===== src/rtl/controller_sequencer_pkg.sv =====
// Shared SAP-1 sequencer constants: opcodes, control-word bit positions,
// the inactive control word and the one-hot T-state encodings.
`ifndef CONTROLLER_SEQUENCER_PKG_SV
`define CONTROLLER_SEQUENCER_PKG_SV

package controller_sequencer_pkg;

  localparam int RING_W = 6;
  localparam int OPC_W  = 4;
  localparam int CW_W   = 12;

  localparam logic [OPC_W-1:0] OP_LDA = 4'h0;
  localparam logic [OPC_W-1:0] OP_ADD = 4'h1;
  localparam logic [OPC_W-1:0] OP_SUB = 4'h2;
  localparam logic [OPC_W-1:0] OP_OUT = 4'hE;
  localparam logic [OPC_W-1:0] OP_HLT = 4'hF;

  // Control word layout, MSB first.
  localparam int CW_C_P     = 11;
  localparam int CW_E_P     = 10;
  localparam int CW_L_M_BAR = 9;
  localparam int CW_CE_BAR  = 8;
  localparam int CW_L_I_BAR = 7;
  localparam int CW_E_I_BAR = 6;
  localparam int CW_L_A_BAR = 5;
  localparam int CW_E_A     = 4;
  localparam int CW_S_U     = 3;
  localparam int CW_E_U     = 2;
  localparam int CW_L_B_BAR = 1;
  localparam int CW_L_O_BAR = 0;

  // Active-low strobes idle high, everything else idles low.
  localparam logic [CW_W-1:0] CW_INACTIVE = 12'h3E3;

  localparam logic [RING_W-1:0] T1 = 6'b000001;
  localparam logic [RING_W-1:0] T2 = 6'b000010;
  localparam logic [RING_W-1:0] T3 = 6'b000100;
  localparam logic [RING_W-1:0] T4 = 6'b001000;
  localparam logic [RING_W-1:0] T5 = 6'b010000;
  localparam logic [RING_W-1:0] T6 = 6'b100000;

endpackage

`endif


===== src/rtl/controller_sequencer_ring_counter.sv =====
// One-hot T-state ring counter with synchronous clear, advance enable and
// recovery of any non-one-hot value to the first state.
module ring_counter #(
  parameter int WIDTH = 6
) (
  input  logic             clk,
  input  logic             clr,
  input  logic             en,
  output logic [WIDTH-1:0] t
);

  localparam logic [WIDTH-1:0] FIRST = {{(WIDTH-1){1'b0}}, 1'b1};

  logic [WIDTH-1:0] t_q, t_d;
  logic             onehot;

  always_comb begin
    onehot = (t_q != '0) && ((t_q & (t_q - 1'b1)) == '0);
    t_d    = t_q;
    if (!onehot)
      t_d = FIRST;
    else if (en)
      t_d = {t_q[WIDTH-2:0], t_q[WIDTH-1]};
  end

  always_ff @(posedge clk) begin
    if (clr) t_q <= FIRST;
    else     t_q <= t_d;
  end

  assign t = t_q;

endmodule


===== src/rtl/controller_sequencer.sv =====
// SAP-1 control unit: ring-counter T-states plus combinational decode of
// T-state and opcode into the 12-bit control word, with run gating and halt.
module controller_sequencer
  import controller_sequencer_pkg::*;
#(
  parameter int RING_WIDTH   = 6,
  parameter int OPCODE_WIDTH = 4
) (
  input  logic                    CLK,
  input  logic                    CLR,
  input  logic                    RUN,
  input  logic [OPCODE_WIDTH-1:0] instruction,
  output logic [RING_WIDTH-1:0]   T,
  output logic                    C_P,
  output logic                    E_P,
  output logic                    L_M_bar,
  output logic                    CE_bar,
  output logic                    L_I_bar,
  output logic                    E_I_bar,
  output logic                    L_A_bar,
  output logic                    E_A,
  output logic                    S_U,
  output logic                    E_U,
  output logic                    L_B_bar,
  output logic                    L_O_bar,
  output logic                    HLT
);

  logic [RING_WIDTH-1:0] t;
  logic [CW_W-1:0]       cw;
  logic                  halt_q, halt_d;
  logic                  halt_set;
  logic                  ring_en;

  // The halting edge itself must not advance the ring, so T stays at T4.
  assign halt_set = RUN && !halt_q && (t == T4) && (instruction == OP_HLT);
  assign ring_en  = RUN && !halt_q && !halt_set;

  ring_counter #(.WIDTH(RING_WIDTH)) u_ring (
    .clk (CLK),
    .clr (CLR),
    .en  (ring_en),
    .t   (t)
  );

  always_comb begin
    halt_d = halt_q | halt_set;
  end

  always_ff @(posedge CLK) begin
    if (CLR) halt_q <= 1'b0;
    else     halt_q <= halt_d;
  end

  always_comb begin
    cw = CW_INACTIVE;
    if (!CLR && RUN && !halt_q) begin
      case (t)
        T1: begin
          cw[CW_E_P]     = 1'b1;
          cw[CW_L_M_BAR] = 1'b0;
        end
        T2: cw[CW_C_P] = 1'b1;
        T3: begin
          cw[CW_CE_BAR]  = 1'b0;
          cw[CW_L_I_BAR] = 1'b0;
        end
        T4: begin
          if (instruction == OP_LDA || instruction == OP_ADD || instruction == OP_SUB) begin
            cw[CW_E_I_BAR] = 1'b0;
            cw[CW_L_M_BAR] = 1'b0;
          end else if (instruction == OP_OUT) begin
            cw[CW_E_A]     = 1'b1;
            cw[CW_L_O_BAR] = 1'b0;
          end
        end
        T5: begin
          if (instruction == OP_LDA) begin
            cw[CW_CE_BAR]  = 1'b0;
            cw[CW_L_A_BAR] = 1'b0;
          end else if (instruction == OP_ADD || instruction == OP_SUB) begin
            cw[CW_CE_BAR]  = 1'b0;
            cw[CW_L_B_BAR] = 1'b0;
          end
        end
        T6: begin
          if (instruction == OP_ADD || instruction == OP_SUB) begin
            cw[CW_E_U]     = 1'b1;
            cw[CW_L_A_BAR] = 1'b0;
            cw[CW_S_U]     = (instruction == OP_SUB);
          end
        end
        default: ;
      endcase
    end
  end

  assign T       = t;
  assign C_P     = cw[CW_C_P];
  assign E_P     = cw[CW_E_P];
  assign L_M_bar = cw[CW_L_M_BAR];
  assign CE_bar  = cw[CW_CE_BAR];
  assign L_I_bar = cw[CW_L_I_BAR];
  assign E_I_bar = cw[CW_E_I_BAR];
  assign L_A_bar = cw[CW_L_A_BAR];
  assign E_A     = cw[CW_E_A];
  assign S_U     = cw[CW_S_U];
  assign E_U     = cw[CW_E_U];
  assign L_B_bar = cw[CW_L_B_BAR];
  assign L_O_bar = cw[CW_L_O_BAR];
  assign HLT     = halt_q && !CLR;

endmodule


===== config.mk =====
export PLATFORM = sky130hd
export DESIGN_NAME = controller_sequencer
export DESIGN_NICKNAME = d
export VERILOG_FILES = /design/src/rtl/controller_sequencer_pkg.sv /design/src/rtl/controller_sequencer_ring_counter.sv /design/src/rtl/controller_sequencer.sv
export SDC_FILE = /design/constraint.sdc
export NUM_CORES = 1
export LEC_CHECK = 0
export BUFFER_PORTS_ARGS = -buffer_cell sky130_fd_sc_hd__buf_2
export CORE_MARGIN = 2
export CORE_UTILIZATION = 30
export CTS_CLUSTER_SIZE = 8
export DETAILED_ROUTE_END_ITERATION = 6
export PLACE_DENSITY = 0.62
export REMOVE_ABC_BUFFERS = 1
export SETUP_SLACK_MARGIN = 0.15
export SYNTH_ARGS = -nofsm -noshare
export SYNTH_HDL_FRONTEND = slang
export SYNTH_HIERARCHICAL = 1
export SYNTH_SLANG_ARGS = --single-unit

===== constraint.sdc =====
create_clock -name CLK -period 2.52 [get_ports CLK]
set_clock_uncertainty 0.05 [all_clocks]
set_input_delay 0.504 -clock CLK [delete_from_list [all_inputs] [get_ports CLK]]
set_output_delay 0.504 -clock CLK [all_outputs]
set_load 0.05 [all_outputs]

Yosys cells after proc, flatten, opt, wreduce, memory -nomap -nowiden
Index checks and enable logic that the tools add are counted.
{"block": "classes", "n_lt_le_gt_ge": 0, "add_sub_neg": 1, "mux": 22, "shift": 0, "multipliers": 0, "n_eq_ne": 10, "n_reduce_logical": 18, "n_bitwise": 3, "div": 0}
{"op": "1-bit two-way mux", "n": 16}
{"op": "12-bit two-way mux", "n": 1}
{"op": "4-bit equality test (second input constant)", "n": 2}
{"op": "1-bit logical AND", "n": 8}
{"op": "6-bit bitwise AND", "n": 1}
{"op": "6-bit by 1-bit equality test with 1-bit output (second input constant)", "n": 1}
{"op": "6-bit by 2-bit equality test with 1-bit output (second input constant)", "n": 1}
{"op": "6-bit by 3-bit equality test with 1-bit output (second input constant)", "n": 1}
{"op": "6-bit by 4-bit equality test with 1-bit output (second input constant)", "n": 1}
{"op": "6-bit by 5-bit equality test with 1-bit output (second input constant)", "n": 1}
{"op": "6-bit equality test (second input constant)", "n": 1}
{"op": "6-bit zero test", "n": 1}
{"op": "1-bit one-hot mux with 2 select lines", "n": 3}
{"op": "6-bit nonzero test", "n": 1}
{"op": "6-bit by 1-bit subtractor with 6-bit output (second input constant)", "n": 1}
{"op": "4-bit by 1-bit equality test with 1-bit output (second input constant)", "n": 1}
{"op": "4-bit by 2-bit equality test with 1-bit output (second input constant)", "n": 1}
{"op": "4-bit zero test", "n": 1}
{"op": "2-bit two-way mux", "n": 2}
{"op": "1-bit zero test", "n": 3}
{"op": "1-bit logical OR", "n": 3}
{"op": "2-bit OR reduction", "n": 1}
{"op": "1-bit inverter", "n": 1}
{"op": "1-bit OR", "n": 1}
{"block": "word_totals", "ramBits": 0, "latch_bits": 0, "register_bits": 7, "memories": 0, "output_inout_bits": 19, "rom_bits": 0, "elab_cells": 56}

Depth between registers and ports, before layout
{"block": "depth", "depth_word": 6, "ltp_mapped": 7}

Hierarchy
Netlist, hierarchy kept.
{"mod": "controller_sequencer", "n_inst": 1, "cells_per_inst": 38, "area_per_inst_um2": 295.3}
{"mod": "ring_counter", "n_inst": 1, "cells_per_inst": 30, "area_per_inst_um2": 294.0}

Worst setup path before layout
No wires, ideal clock.
{"block": "synth_timing", "kind": "register -> output", "startpoint": "reg u_ring.t_q[2] (netlist: u_ring/t[2])", "endpoint": "out CE_bar", "slack_ps": -494, "arrival_time_ps": 2460, "path_stages_with_launch": 3, "path_buffers": 0, "required_ps": 1966, "path_cell_list": "dfxtp_1 or4_4 o311ai_1"}
{"block": "synth_via", "elab_chain_cells": 3, "word_cells_on_any_way": 4, "cone_classes": "eq/ne (2); mux (2)"}
{"element": "from (decl)", "line": "controller_sequencer_ring_counter.sv:14", "text": "logic [WIDTH-1:0] t_q, t_d;"}
{"element": "from (signal assigned)", "line": "controller_sequencer_ring_counter.sv:28", "text": "else t_q <= t_d;"}
{"element": "6-bit by 5-bit equality test with 1-bit output or 6-bit by 3-bit equality test with 1-bit output (tied branches)", "line": "controller_sequencer.sv:58", "text": "case (t)"}
{"element": "1-bit one-hot mux with 2 select lines *", "line": "controller_sequencer.sv:58"}
{"element": "12-bit two-way mux *", "line": "controller_sequencer.sv:57", "text": "if (!CLR && RUN && !halt_q) begin"}
{"element": "to (decl)", "line": "controller_sequencer.sv:17", "text": "output logic CE_bar,"}
Mark *: on every way between the ends. The rest lies on a longest branch, timed or not.

Worst setup path after layout
Same ends and word-level chain as after synthesis.

==> reports/metrics.csv <==
stage,metric,value,unit
grt,Total GRT Usage,13.8,%
clock_network,CTS tree,done,
timing,post-layout min period,2.31,ns
grt,initial antenna violation count,0,
placed_design,port bufs,25,
synth,Area contributors post-synth,"dfxtp_1 24%, nor3_1 7.6%, mux2_2 5.7%, mux2i_1 5.1%, xor2_1 4.5%",
synth,cells after synthesis,68,
synth,top cell type's share of synthesized area,23.8,%
floorplanning,Initial Util,31.0,%
synth,number of flops mapped to enable cells by yosys,0,
route,Via density,5.29,
clock_network,CTS buffer count,3,
synth,Synth warnings,6,
setup_path,CP endpoint kind,primary output,
synth,Yosys cell types,33,
setup_path,critical path arrival,1.76,ns
route,Routed Antenna Nets,0,
pwr,internal power,221,uW
cells_and_area,layout cells sized above 1,40.8,%
clock_network,CTS Sinks,7,
floorplanning,chip width,48.3,um
timing,RSZ-0062 raised after global routing,yes,
grt,first-pass GRT wire length,2.56,mm
cells_and_area,n_diodes,0,
synth,"FF+latch count, synth",7,
placed_design,DP HPWL,1.19,mm
placed_design,GP Congestion,0.756,
outcome,status,"finished, final reports clean",
pwr,pwr dens,441,nW/um2
pwr,clock share of power,27.7,%
route,first-pass iteration count of the detailed router,4,
timing,final hold viol count,0,
floorplanning,Core Region,1900,um2
clock_network,clk_lat worst skew,0.25,ns
synth,Synth top cells by count,"9 x nor3_1, 7 x dfxtp_1, 5 x o21ai_0",
route,drc violations,0,
timing,total negative slack,0,ns
setup_path,CP required,1.97,ns
timing,max-slew violations,0,
floorplanning,die area,2330,um2
route,Via Count,661,
timing,Tightest Pin Transition,0.508,ns
grt,vias in the first global route,578,
route,final wirelength,1.52,mm
clock_network,buffer depth of the longest clock path,2,
setup_path,crit path max fanout,10,
pwr,Seq pwr share,36.4,%
pwr,P_sw,137,uW
pwr,Sw Ratio,38.3,%
floorplanning,IO Pins,26,
clock_network,H-tree lvl count,1,
grt,largest net degree at the start of global routing,12,
timing,endpoints failing setup,0,
route,Wirelength per Cell,12.1,um
synth,most frequent cell after synthesis,nor3_1,
synth,ys async rst share,0,%
cells_and_area,fin cells,125,
timing,fin crit share,91.7,%
floorplanning,Die Height,48.3,um
pwr,overall power consumption,358,uW
setup_path,crit path kind,flip-flop to primary output,
clock_network,# hold bufs at CTS,0,
synth,"area leader, netlist",dfxtp_1,
cells_and_area,layout overhead on the synthesized area,37.6,%
synth,Post-Syn Area,589,um2
timing,Rel. slew slack,65.1,%
clock_network,Clock transition at path regs,0.05,ns
route,Detailed Route Iter0 Violations,9,
cells_and_area,nets,106,
grt,total grt overflow,0,
synth,register area share after synthesis,23.8,%
timing,fmax,433,MHz
synth,most used flip-flop cell after synthesis,dfxtp_1,
clock_network,CTS Root Cell,clkbuf_4,
pwr,"IR drop worst, VDD",0.256,mV
pwr,P_leak,0.000348,uW
floorplanning,row cnt,16,
job,Max-cap violations,0,
setup_path,Startpoint Class,flip-flop,
placed_design,Placed Instances,121,
pwr,combinational power share,36.0,%
worst_hold_path,HP Class,flip-flop to flip-flop,
synth,Avg Synthesized Cell Area,8.67,um2
==> power by group through the flow <==
stage                     registers (uW)  logic [uW]  clock network, uW
after floorplan                      156        65.7                  0
final                                130         129               99.0
after global placement               131         126                  0
after detailed placement             132         128                  0
after CTS                            130         129                105
after global routing                 132         139                113
==> through the flow <==
stage | setup WS, ns | area (um2) | util [%] | hold slack, ns
after CTS | 0.158 | 797 | 41.9 | 0.499
final | 0.210 | 811 | 42.6 | 0.497
after detailed placement | 0.195 | 759 | 39.9 | 0.488
after global placement | 0.214 | 759 | 39.9 | 0.486
after global routing | 0.137 | 811 | 42.6 | 0.519
after floorplan | -0.494 | 586 | - | 0.453
==> cells in the final DEF, fill, tap and decap left out, types with 2 or more instances in the layout <==
cell      netlist  final
buf_4           0      3
and4b_1         2      2
buf_2           0     21
nand4b_1        2      2
a211oi_1        3      3
clkbuf_4        0      4
or3_1           2      2
mux2_2          3      3
and2_1          3      3
nand2b_1        2      2
dfxtp_2         0      2
xor2_1          3      3
nor2_1          3      3
o21ai_0         5      4
buf_6           0      2
dfxtp_1         7      5
mux2i_1         3      3
nor3_1          9      8
and3b_1         2      2
==> sequential cells by signal (all words and copies together) (netlist names) <==
| signal | count |
|---|---|
| halt_q | 1 |
| u_ring/t | 6 |
==> path summary, 6_finish.rpt <==
path                     from     endpoint  slack (ns)  depth (start not counted)
setup / recovery  u_ring/t[2]       CE_bar        0.21                          3
hold / removal         halt_q       halt_q        0.50                          2
hold reg to reg        halt_q       halt_q        0.50                          2
setup reg to reg  u_ring/t[2]  u_ring/t[0]        0.53                          6
==> timing repair <==
action / 4_1_cts / 5_1_grt
resized for setup: 4 / 7
buffers inserted: 0 / 0
endpoints found under the setup margin: 5 / 8
gates cloned: 0 / 0
==> worst max-delay path: stages (launching register included) <==
cell,delay (ns)
dfxtp_2,0.38
or4_4,0.57
o311ai_1,0.28
clkbuf_4,0.28
==> cell type report <==
| cell class | count | area, um2 |
|---|---|---|
| flip-flops and latches | 7 | 143 |
| repair buffers | 27 | 158 |
| multi-input cells | 59 | 447 |
| clock buffers | 4 | 26.3 |
| well taps | 27 | 33.8 |
| inverters | 1 | 3.75 |
| fillers | 206 | 1090 |
==> cells by family after synthesis <==
logic type,after synthesis,share of synthesized area (%)
AND/OR/NAND/NOR,37,44.8
AO/OA/AOI/OAI,13,14.9
flip-flops,7,23.8
multiplexers,6,10.8
XOR/XNOR,3,4.46
buffers and inverters,2,1.27
==> routing by layer <==
metal | share of wire [%] | GRT usage, %
met1 | 49 | 17.7
met2 | 44 | 21.8
met3 | 6.7 | 4.01
met4 | 0 | 5.71
met5 | 0 | 0
Note: power is estimated with default switching activity, not from simulation.
